### config.mk
export PLATFORM = sky130hd
export DESIGN_NAME = data_sram_like_bridge_flat
export DESIGN_NICKNAME = d
export VERILOG_FILES = /design/src/rtl/data_sram_like_bridge_if.sv /design/src/rtl/data_sram_like_bridge.sv /design/src/flat_wrapper.sv
export SDC_FILE = /design/constraint.sdc
export NUM_CORES = 1
export LEC_CHECK = 0
export CAP_MARGIN = 0
export CORE_MARGIN = 8
export CORE_UTILIZATION = 42
export DETAILED_ROUTE_END_ITERATION = 12
export GPL_TIMING_DRIVEN = 0
export PLACE_DENSITY = 0.85
export SYNTH_ARGS = -nofsm -noshare
export SYNTH_HDL_FRONTEND = slang
export SYNTH_SLANG_ARGS = --single-unit
### constraint.sdc
create_clock -name clk -period 5 [get_ports clk]
set_clock_uncertainty 0.2 [all_clocks]
set_input_delay 1 -clock clk [delete_from_list [all_inputs] [get_ports clk]]
set_output_delay 1 -clock clk [all_outputs]
set_load 0.005 [all_outputs]
### src/rtl/data_sram_like_bridge_if.sv
// ============================================================================
// data_sram_like_bridge_if : CPU data-SRAM port and sram-like bus bundle
// Rev 1.0
// ============================================================================
`default_nettype none

interface data_sram_like_bridge_if #(
   parameter int ADDR_WIDTH = 32
);
   logic                  cpu_en;
   logic [3:0]            cpu_wen;
   logic [ADDR_WIDTH-1:0] cpu_addr;
   logic [31:0]           cpu_wdata;
   logic [31:0]           cpu_rdata;
   logic                  cpu_stall;

   logic                  data_req;
   logic                  data_wr;
   logic [1:0]            data_size;
   logic [ADDR_WIDTH-1:0] data_addr;
   logic [31:0]           data_wdata;
   logic                  data_addr_ok;
   logic                  data_data_ok;
   logic [31:0]           data_rdata;

   // Bridge view: serves the CPU, masters the sram-like bus.
   modport master (
      input  cpu_en, cpu_wen, cpu_addr, cpu_wdata,
      output cpu_rdata, cpu_stall,
      output data_req, data_wr, data_size, data_addr, data_wdata,
      input  data_addr_ok, data_data_ok, data_rdata
   );

   // Environment view: CPU pipeline plus bus responder.
   modport slave (
      output cpu_en, cpu_wen, cpu_addr, cpu_wdata,
      input  cpu_rdata, cpu_stall,
      input  data_req, data_wr, data_size, data_addr, data_wdata,
      output data_addr_ok, data_data_ok, data_rdata
   );
endinterface

`default_nettype wire

### src/rtl/data_sram_like_bridge.sv
// ============================================================================
// data_sram_like_bridge : CPU data-SRAM port to sram-like req/ack bus bridge
// Optional perf counters enabled by DATA_BRIDGE_PERF_CNT_EN.   Rev 1.0
// ============================================================================
`default_nettype none

module data_sram_like_bridge #(
   parameter int ADDR_WIDTH = 32,
   parameter bit HOLD_RDATA = 1'b1
) (
   input  wire logic clk,
   input  wire logic resetn,
   data_sram_like_bridge_if.master bif
`ifdef DATA_BRIDGE_PERF_CNT_EN
   ,
   output logic [31:0] stall_cycles,
   output logic [31:0] access_cnt
`endif
);

   typedef enum logic [1:0] {
      S_IDLE = 2'd0,
      S_REQ  = 2'd1,
      S_WAIT = 2'd2,
      S_DONE = 2'd3
   } state_t;

   state_t                state_q, state_d;
   logic                  wr_q, wr_d;
   logic [1:0]            size_q, size_d;
   logic [ADDR_WIDTH-1:0] addr_q, addr_d;
   logic [31:0]           wdata_q, wdata_d;
   logic [31:0]           rdata_q, rdata_d;
   logic [1:0]            map_size;
   logic [1:0]            map_off;
   logic                  req_c;
   logic                  stall_c;

   always_comb begin
      map_size = 2'd2;
      map_off  = 2'd0;
      case (bif.cpu_wen)
         4'b0011: begin map_size = 2'd1; map_off = 2'd0; end
         4'b1100: begin map_size = 2'd1; map_off = 2'd2; end
         4'b0001: begin map_size = 2'd0; map_off = 2'd0; end
         4'b0010: begin map_size = 2'd0; map_off = 2'd1; end
         4'b0100: begin map_size = 2'd0; map_off = 2'd2; end
         4'b1000: begin map_size = 2'd0; map_off = 2'd3; end
         default: begin map_size = 2'd2; map_off = 2'd0; end
      endcase
   end

   always_comb begin
      state_d = state_q;
      wr_d    = wr_q;
      size_d  = size_q;
      addr_d  = addr_q;
      wdata_d = wdata_q;
      rdata_d = rdata_q;
      req_c   = 1'b0;
      stall_c = 1'b0;
      case (state_q)
         S_IDLE: begin
            stall_c = bif.cpu_en;
            if (bif.cpu_en) begin
               wr_d    = (bif.cpu_wen != 4'b0000);
               size_d  = map_size;
               addr_d  = {bif.cpu_addr[ADDR_WIDTH-1:2], map_off};
               wdata_d = bif.cpu_wdata;
               state_d = S_REQ;
            end
         end
         S_REQ: begin
            req_c   = 1'b1;
            stall_c = 1'b1;
            if (bif.data_addr_ok) state_d = S_WAIT;
         end
         S_WAIT: begin
            stall_c = 1'b1;
            if (bif.data_data_ok) begin
               if (!wr_q) rdata_d = bif.data_rdata;
               state_d = S_DONE;
            end
         end
         // DONE never reissues: the CPU's held request is consumed here.
         default: state_d = S_IDLE;
      endcase
   end

   always_ff @(posedge clk or negedge resetn) begin
      if (!resetn) begin
         state_q <= S_IDLE;
         wr_q    <= 1'b0;
         size_q  <= 2'd0;
         addr_q  <= '0;
         wdata_q <= 32'd0;
         rdata_q <= 32'd0;
      end else begin
         state_q <= state_d;
         wr_q    <= wr_d;
         size_q  <= size_d;
         addr_q  <= addr_d;
         wdata_q <= wdata_d;
         rdata_q <= rdata_d;
      end
   end

   // Stall is gated by reset so it drops asynchronously even while cpu_en is held.
   assign bif.cpu_stall  = stall_c & resetn;
   assign bif.data_req   = req_c;
   assign bif.data_wr    = wr_q;
   assign bif.data_size  = size_q;
   assign bif.data_addr  = addr_q;
   assign bif.data_wdata = wdata_q;

   generate
      if (HOLD_RDATA) begin : g_rdata_hold
         assign bif.cpu_rdata = rdata_q;
      end else begin : g_rdata_pulse
         assign bif.cpu_rdata = (state_q == S_DONE) ? rdata_q : 32'd0;
      end
   endgenerate

`ifdef DATA_BRIDGE_PERF_CNT_EN
   logic [31:0] stall_cycles_q;
   logic [31:0] access_cnt_q;

   always_ff @(posedge clk or negedge resetn) begin
      if (!resetn) begin
         stall_cycles_q <= 32'd0;
         access_cnt_q   <= 32'd0;
      end else begin
         if (stall_c)            stall_cycles_q <= stall_cycles_q + 32'd1;
         if (state_q == S_DONE)  access_cnt_q   <= access_cnt_q + 32'd1;
      end
   end

   assign stall_cycles = stall_cycles_q;
   assign access_cnt   = access_cnt_q;
`endif

endmodule

`default_nettype wire
### src/flat_wrapper.sv
// flat-port wrapper written by rule: the top's interface ports become plain ports
module data_sram_like_bridge_flat 
#(
   parameter int ADDR_WIDTH = 32,
   parameter bit HOLD_RDATA = 1'b1
)
  (clk, resetn, bif_cpu_en, bif_cpu_wen, bif_cpu_addr, bif_cpu_wdata, bif_cpu_rdata, bif_cpu_stall, bif_data_req, bif_data_wr, bif_data_size, bif_data_addr, bif_data_wdata, bif_data_addr_ok, bif_data_data_ok, bif_data_rdata);
  data_sram_like_bridge_if #(.ADDR_WIDTH(ADDR_WIDTH)) bif_i ();
  input  wire logic clk;
  input  wire logic resetn;
  input wire logic [$bits(bif_i.cpu_en)-1:0] bif_cpu_en;
  input wire logic [$bits(bif_i.cpu_wen)-1:0] bif_cpu_wen;
  input wire logic [$bits(bif_i.cpu_addr)-1:0] bif_cpu_addr;
  input wire logic [$bits(bif_i.cpu_wdata)-1:0] bif_cpu_wdata;
  output wire logic [$bits(bif_i.cpu_rdata)-1:0] bif_cpu_rdata;
  output wire logic [$bits(bif_i.cpu_stall)-1:0] bif_cpu_stall;
  output wire logic [$bits(bif_i.data_req)-1:0] bif_data_req;
  output wire logic [$bits(bif_i.data_wr)-1:0] bif_data_wr;
  output wire logic [$bits(bif_i.data_size)-1:0] bif_data_size;
  output wire logic [$bits(bif_i.data_addr)-1:0] bif_data_addr;
  output wire logic [$bits(bif_i.data_wdata)-1:0] bif_data_wdata;
  input wire logic [$bits(bif_i.data_addr_ok)-1:0] bif_data_addr_ok;
  input wire logic [$bits(bif_i.data_data_ok)-1:0] bif_data_data_ok;
  input wire logic [$bits(bif_i.data_rdata)-1:0] bif_data_rdata;
  assign bif_i.cpu_en = bif_cpu_en;
  assign bif_i.cpu_wen = bif_cpu_wen;
  assign bif_i.cpu_addr = bif_cpu_addr;
  assign bif_i.cpu_wdata = bif_cpu_wdata;
  assign bif_cpu_rdata = bif_i.cpu_rdata;
  assign bif_cpu_stall = bif_i.cpu_stall;
  assign bif_data_req = bif_i.data_req;
  assign bif_data_wr = bif_i.data_wr;
  assign bif_data_size = bif_i.data_size;
  assign bif_data_addr = bif_i.data_addr;
  assign bif_data_wdata = bif_i.data_wdata;
  assign bif_i.data_addr_ok = bif_data_addr_ok;
  assign bif_i.data_data_ok = bif_data_data_ok;
  assign bif_i.data_rdata = bif_data_rdata;
  data_sram_like_bridge #(.ADDR_WIDTH(ADDR_WIDTH), .HOLD_RDATA(HOLD_RDATA)) u_core (.clk(clk), .resetn(resetn), .bif(bif_i));
endmodule
======== After elaboration in Yosys (flattened, before gate mapping) ========
Cells that the tools add are included.
word-level totals
  word-level logic and storage cells ...... 36
  input bits .............................. 105
  output and inout bits ................... 101
  register bits after elaboration ......... 101
cells by class
  bitwise logic cells ..................... 2
  muxes and demuxes ....................... 8
  reduce and logical (&&, ||, !) cells .... 9
  eq/ne operators ......................... 11
operators by type and width
  kind                  number
  $pmux W2 S3           2
  $eq A4 B2 Y1 const B  2
  $eq A4 B4 Y1 const B  2
  $mux W2               3
  $ne A2 B2 Y1 const B  3
  $reduce_and A3 Y1     2
  $reduce_or A2 Y1      3
  $eq A4 B1 Y1 const B  1
  $eq A4 B3 Y1 const B  1
  $pmux W2 S2           1
  $reduce_bool A4 Y1    1
  $reduce_or A4 Y1      1
  $eq A2 B1 Y1 const B  1
  $eq A2 B2 Y1 const B  1
  $logic_not A2 Y1      1
  $pmux W1 S2           1
  $reduce_and A2 Y1     1
  $and A1 B1 Y1         1
  $mux W1               1
  $not A1 Y1            1

======== Depth between registers and ports, before layout ========
Gate-level depths: netlist of run 1.
  word-level depth ........................ 4
  depth in mapped cells ................... 6
  mapped depth without buffers ............ 5

======== Worst setup path after synthesis of run 1 ========
Ideal clock, no wire load.
  path kind ............................... input -> output
  start ................................... input port bif_cpu_en
  end ..................................... output port bif_cpu_stall
  buffers on the path ..................... 0
  data required time ...................... 3800 ps
  arrival ................................. 1253 ps
  slack ................................... 2547 ps
  cell stages on the path ................. 2
  path through ............................ a21oi_1 -> nor3b_1
between the ends
  longest elaborated chain between the ends .. 2
RTL lines
  element        line                          RTL
  from (decl)    flat_wrapper.sv:11            input wire logic [$bits(bif_i.cpu_en)-1:0] bif_cpu_en;
  $pmux W1 S2    data_sram_like_bridge.sv:62   case (state_q)
  $and A1 B1 Y1  data_sram_like_bridge.sv:109  assign bif.cpu_stall = stall_c & resetn;
  to (decl)      flat_wrapper.sv:16            output wire logic [$bits(bif_i.cpu_stall)-1:0] bif_cpu_stall;
Every way passes these cells.

======== Worst setup path after layout of run 1 ========
  start ................................... input port resetn
  end ..................................... output port bif_cpu_stall
between the ends
  longest elaborated chain between the ends .. 1
RTL lines
  element        line                          RTL
  from (decl)    flat_wrapper.sv:10            input wire logic resetn;
  $and A1 B1 Y1  data_sram_like_bridge.sv:109
Every way passes these cells.

==> metrics.md, run 1 <==
| Metric | Value |
|---|---|
| Status | `completed` |
| Die area | `between 10,000 and 15,000 um2` |
| Peak Freq | `263 MHz` |
| TritonCTS clock tree | `built` |
| Worst hold start | `u_core.bif.data_addr[1]$_DFFE_PN0P_` |
| WHS Endpoint | `u_core.bif.data_addr[1]$_DFFE_PN0P_` |
| Synth Net Count | `around 350` |
| First-pass GRT wire length | `between 15,000 and 20,000 um` |
| Fin crit period | `3810 ps` |
| Remaining global-route overflow | `0` |
| Yosys Warn Count | `0` |
| Synth Instances | `approximately 240` |
| Slowest cell on crit path | `clkdlybuf4s50_1` |
| Largest net degree at the start of global routing | `between 60 and 70` |
| Final Hold Viols | `0` |
| Total wire length | `10,600 um` |
| Starting Density | `0.426` |
| Startpoint Class | `primary input` |
| Rows | `35` |
| Max-cap violation count | `0` |
| DRC | `0` |
| CTS hold repair buffers | `0` |
| Reg area | `2530 um2` |
| Hold Path Depth | `2` |
| Total GRT Usage | `0.170` |
| Share of the synthesized area in the top cell type | `0.654` |
| Via count | `2,761` |
| Die Wd | `112 um` |
| Worst path top cell family by delay | `buffers and inverters` |
| Synth Area per Inst | `16.2 um2` |
| Clk Latency, worst-skew pair | `330 ps` |
| Most instantiated cells after synthesis | `dfrtp_1 (101), mux2_2 (94), buf_2 (9), inv_1 (5), nand2_1 (5)` |
| Synth Flop Type | `dfrtp_1` |
| Mapped Area | `3860 um2` |
| Buf+Inv Stages, Crit Path | `3` |
| Fin worst setup slack | `around 1200 ps` |
| Critical path peak fanout | `60` |
| Vias/cell | `4.87` |
| Synth area leaders | `dfrtp_1 (65%), mux2_2 (27%), ha_1 (1.3%), buf_2 (1.2%), inv_1 (0.49%)` |
| 1st-iter DRT viols | `76` |
| Layout area overhead | `62.1%` |
| Critical path data arrival time | `2610 ps` |
| Pleak | `0.00265 uW` |
| Top-Level Pins | `206` |
| Clk slew on worst S/H paths | `80 ps` |
| DR WL/cell | `18.6 um` |
| Reg2Reg Depth | `5` |
| Clock Sinks | `between 100 and 150` |
| VDD IR max | `0.000272 V` |
| Slew HR | `0.619` |
| # setup viols final | `0` |
| DP Wirelength | `~8500 um` |
| Unrepaired setup endpoints after global routing | `no` |
| Pwr dens | `589 nW/um2` |
| Distinct cell type count after synthesis | `22` |
| Fill count | `653` |
| Vias in the first global route | `3,194` |
| Share of synthesized registers carrying an async set or reset | `1.00` |
| Hold crit path type | `flop to flop` |
| Clock buffer depth | `2` |
| Worst flop-to-flop path endpoint | `u_core.bif.data_wdata[2]$_DFFE_PN0P_` |
| Synth area leader | `dfrtp_1` |
| Internal reg-to-reg setup slack | `2940 ps` |
| #FFs+latches synth | `101` |
| Slowest stage delay, CP | `550 ps` |
| Worst Tran Pin Value | `572 ps` |
| Post-CTS Setup Bufs | `0` |
| Most common cell in the netlist | `dfrtp_1` |
| Die Ht | `112 um` |
| Buffers on Ports | `203` |
| Multi-input combinational cell area | `1270 um2` |
| # resized after CTS | `0` |
| GP Congestion | `~0.7` |
| Final net count | `562` |
| Core area | `slightly above 9000 um2` |
| Post-synthesis sequential area ratio | `0.654` |
| Total power | `3690 uW` |
| # diodes | `0` |
| Clock root cell | `clkbuf_8` |
| Worst r2r src | `u_core.state_q[0]$_DFFE_PN0P_` |
| Layout cell share with drive strength beyond 1 | `0.259` |
| Pre-CTS setup slack | `1140 ps` |
| Nature of the critical path endpoint | `output port` |
| DR pass1 iterations | `4` |
| Critical-path cell list | `buf_4, buf_16, nor3b_1, clkdlybuf4s50_1` |
| Data required, critical path | `3800 ps` |
| Clock buffers created by TritonCTS | `9` |
| Post-synth EDFFs | `0` |
| Critical path class | `primary input to output port` |
| Initial antenna violation count | `0` |
| Slew Viols, Final | `0` |
| Final ANT Viol Nets | `0` |
| Final Cycle Share | `0.762` |
| H-tree depth | `3` |
-- where the power goes --
part	switching [uW]	internal (uW)	leakage [uW]
Clock	261	277	0.0000945
Combinational	532	1180	0.00135
Sequential	205	1230	0.00120
Total	998	2690	0.00265
-- area by class of cell --
class,instances,share of cell area
plain buffers,10,0.00779
clock buffers,10,0.0204
clock inverters,4,0.0120
inverters,5,0.00300
multi-input cells,122,0.202
flip-flops and latches,101,0.404
well taps,111,0.0222
repair buffers,204,0.329
-- cell usage in the layout, fill, tap and decap left out, drive strengths merged, types with 2 or more instances in the layout --
| cell type | n |
|---|---|
| clkdlybuf4s50 | 202 |
| clkinvlp | 2 |
| inv | 5 |
| nor2 | 2 |
| o21ai | 2 |
| nand2 | 5 |
| o41ai | 2 |
| dfrtp | 101 |
| clkbuf | 11 |
| bufinv | 2 |
| buf | 11 |
| ha | 4 |
| a21oi | 2 |
| mux2 | 95 |
-- logic make-up (layout without fill, tap and decap cells) --
| logic type | count (synthesis) | in the layout | synth area share |
|---|---|---|---|
| flip-flops | 101 | 101 | 0.654 |
| multiplexers | 96 | 96 | 0.280 |
| buffers and inverters | 15 | 233 | 0.0175 |
| AO/OA/AOI/OAI | 10 | 10 | 0.0178 |
| AND/OR/NAND/NOR | 10 | 10 | 0.0133 |
| adder cells (fa/ha/maj) | 4 | 4 | 0.0130 |
| XOR/XNOR | 2 | 2 | 0.00454 |
-- flip-flops by register name, indices dropped and copies added (netlist names) --
name / cells
u_core.bif.cpu_rdata: 32
u_core.bif.data_wdata: 32
u_core.bif.data_addr: 32
u_core.state_q: 2
u_core.bif.data_size: 2
u_core.bif.data_wr: 1
-- per-layer routing --
layer / wire length [um] / share of wire / global-route usage
met5: 0 / 0 / 0
met4: 236 / 0.022 / 0.0656
met3: 999 / 0.095 / 0.0768
met2: 5450 / 0.52 / 0.303
met1: 3880 / 0.37 / 0.170
-- worst max path at each step --
stage          startpoint       endpoint  slack, ps  cells past startpoint
6_report           resetn  bif_cpu_stall       1190                      4
5_1_grt            resetn  bif_cpu_stall        930                      4
4_1_cts            resetn  bif_cpu_stall       1130                      4
3_5_place_dp       resetn  bif_cpu_stall       1140                      4
3_3_place_gp       resetn  bif_cpu_stall      -1890                      3
2_1_floorplan  bif_cpu_en  bif_cpu_stall       2550                      2
-- stage by stage --
step                std cells  hold slack (ps)   util  area, um2  TNS [ps]
floorplan                 238              267      -       3860         0
global placement          552              275  0.666       6030   -101770
detailed placement        553              287  0.668       6060         0
CTS                       567              307  0.691       6260         0
global route              567              319  0.691       6260         0
finish                    567              297  0.691       6260         0
-- worst min-delay path, stage by stage (launching register included) --
cell	delay, ps
dfrtp_1	360
nand2_1	50
o41ai_1	50
No activity file was read; power rests on OpenSTA's default activity.
==> run 2: changes to the inputs <==
CORE_UTILIZATION = 35   (was 42)
PLACE_DENSITY = 0.76   (was 0.85)
clock period = 3.3 ns   (was 5 ns; I/O delays follow)
==> metrics.md, run 2 (synthesized netlist as in run 1, its figures left out) <==
| Metric | Value |
|---|---|
| Status | `completed` |
| Via count | `2,744` |
| Layout cell share with drive strength beyond 1 | `0.260` |
| Internal power | `4180 uW` |
| Gate power share | `0.454` |
| Worst Tran Pin Value | `499 ps` |
| Final ANT Viol Nets | `0` |
| Clk Latency, worst-skew pair | `340 ps` |
| Clk slew on worst S/H paths | `approximately 90 ps` |
| Peak Freq | `about 330 MHz` |
| VDD IR max | `0.000395 V` |
| H-tree depth | `3` |
| 1st-iter DRT viols | `56` |
| Slowest cell on crit path | `clkdlybuf4s50_1` |
| Multi-input combinational cell area | `1270 um2` |
| Final Hold Viols | `0` |
| Remaining global-route overflow | `0` |
| Final Non-Filler Cells | `between 500 and 600` |
| Most frequent cells in the layout | `clkdlybuf4s50_1 (202), dfrtp_1 (101), mux2_2 (94), clkbuf_8 (10), buf_2 (9)` |
| DRC | `0` |
| Seq pwr share | `0.383` |
| Fin crit period | `about 3100 ps` |
| # diodes | `0` |
| Initial antenna violation count | `0` |
| Pwr dens | `898 nW/um2` |
| Clock Sinks | `101` |
| Hold crit path type | `primary input to asynchronous set/reset pin` |
| Slowest stage delay, CP | `around 560 ps` |
| GP Congestion | `approximately 0.69` |
| CTS hold repair buffers | `0` |
| Vias in the first global route | `around 3,100` |
| Vias/cell | `approximately 4.6` |
| DR WL/cell | `17.5 um` |
| Buf+Inv Stages, Crit Path | `3` |
| TritonCTS clock tree | `built` |
| Largest net degree at the start of global routing | `55` |
| Clock power share | `0.163` |
| Worst path top cell family by delay | `buffers and inverters` |
| Critical-path cell list | `buf_6, buf_16, nor3b_1, clkdlybuf4s50_1` |
| Critical path class | `primary input to output port` |
| Clock buffers created by TritonCTS | `9` |
| P_sw | `around 1500 uW` |
| Util after Layout | `0.587` |
| Max-cap violation count | `0` |
| Starting Density | `0.358` |
| Buffers on Ports | `203` |
| First-pass GRT wire length | `16,600 um` |
| Data required, critical path | `2440 ps` |
| Critical path data arrival time | `approximately 2200 ps` |
| Startpoint Class | `primary input` |
| Total GRT Usage | `0.144` |
| Core area | `10,800 um2` |
| Nature of the critical path endpoint | `output port` |
| Top-Level Pins | `206` |
| Reg area | `2530 um2` |
| Unrepaired setup endpoints after global routing | `no` |
| # setup viols final | `0` |
| Number of cells after detailed placement | `a little under 600` |
| Final Cycle Share | `0.926` |
| Die Wd | `roughly 120 um` |
| Final net count | `562` |
| Total wire length | `roughly 10,000 um` |
| Sw Share | `0.265` |
| DR pass1 iterations | `6` |
| Fill count | `899` |
| Rows | `38` |
| Slew HR | `0.668` |
| Die area | `14,700 um2` |
| Clock buffer depth | `2` |
| Layout area overhead | `64.1%` |
| DP Wirelength | `8240 um` |
| Slew Viols, Final | `0` |
| Pleak | `0.00268 uW` |
| Clock root cell | `clkbuf_8` |
| Die Ht | `121 um` |
| Critical path peak fanout | `54` |
| Commonest non-fill, non-tap cell in the layout | `clkdlybuf4s50_1` |
[run 2: repair_timing]
action	in CTS	in global routing
setup endpoints to repair	0	1
gates resized for setup	0	1
buffers inserted	0	0
[run 2: final timing paths]
kind,start,endpoint,slack [ps],depth (start not counted)
worst max-delay path,resetn,bif_cpu_stall,240,4
worst min-delay path,resetn,u_core.bif.data_wdata[3]$_DFFE_PN0P_,50,1
worst max register to register,u_core.state_q[0]$_DFFE_PN0P_,u_core.bif.data_addr[7]$_DFFE_PN0P_,1280,5
worst min register to register,u_core.bif.data_size[1]$_DFFE_PN0P_,u_core.bif.data_size[1]$_DFFE_PN0P_,300,2
max in group asynchronous,resetn,u_core.state_q[1]$_DFFE_PN0P_,2230,2
min in group clk,u_core.bif.data_size[1]$_DFFE_PN0P_,u_core.bif.data_size[1]$_DFFE_PN0P_,300,2
[run 2: metrics by stage]
stage | setup WS, ps | hold slack (ps) | setup TNS (ps) | power, uW | cell area, um2
floorplan | 1500 | 164 | 0 | 3140 | 3860
global placement | -2930 | 259 | -242570 | 4740 | 6070
detailed placement | 27.7 | 287 | 0 | 4840 | 6090
CTS | 17.9 | 153 | 0 | 5790 | 6330
global route | 55.4 | 63.1 | 0 | 6060 | 6340
finish | 243 | 51.4 | 0 | 5690 | 6340
[run 2: routing by layer]
metal | GRT usage | wire length, um
met5 | 0 | 0
met4 | 0.0406 | 116
met1 | 0.144 | 3760
met2 | 0.255 | 5410
met3 | 0.0754 | 1150
[run 2: cell type report]
type,count,share of cell area
inverters,5,0.00296
flip-flops and latches,101,0.399
multi-input cells,122,0.200
well taps,140,0.0276
repair buffers,204,0.325
clock buffers,12,0.0229
clock inverters,4,0.0150
plain buffers,10,0.00770
[run 2: power groups by stage]
stage	sequential (uW)	clock (uW)	combinational, uW
2_1_floorplan	2240	0	897
3_3_place_gp	2170	0	2570
3_5_place_dp	2210	0	2630
4_1_cts	2190	958	2650
5_1_grt	2270	1020	2780
6_report	2180	927	2580
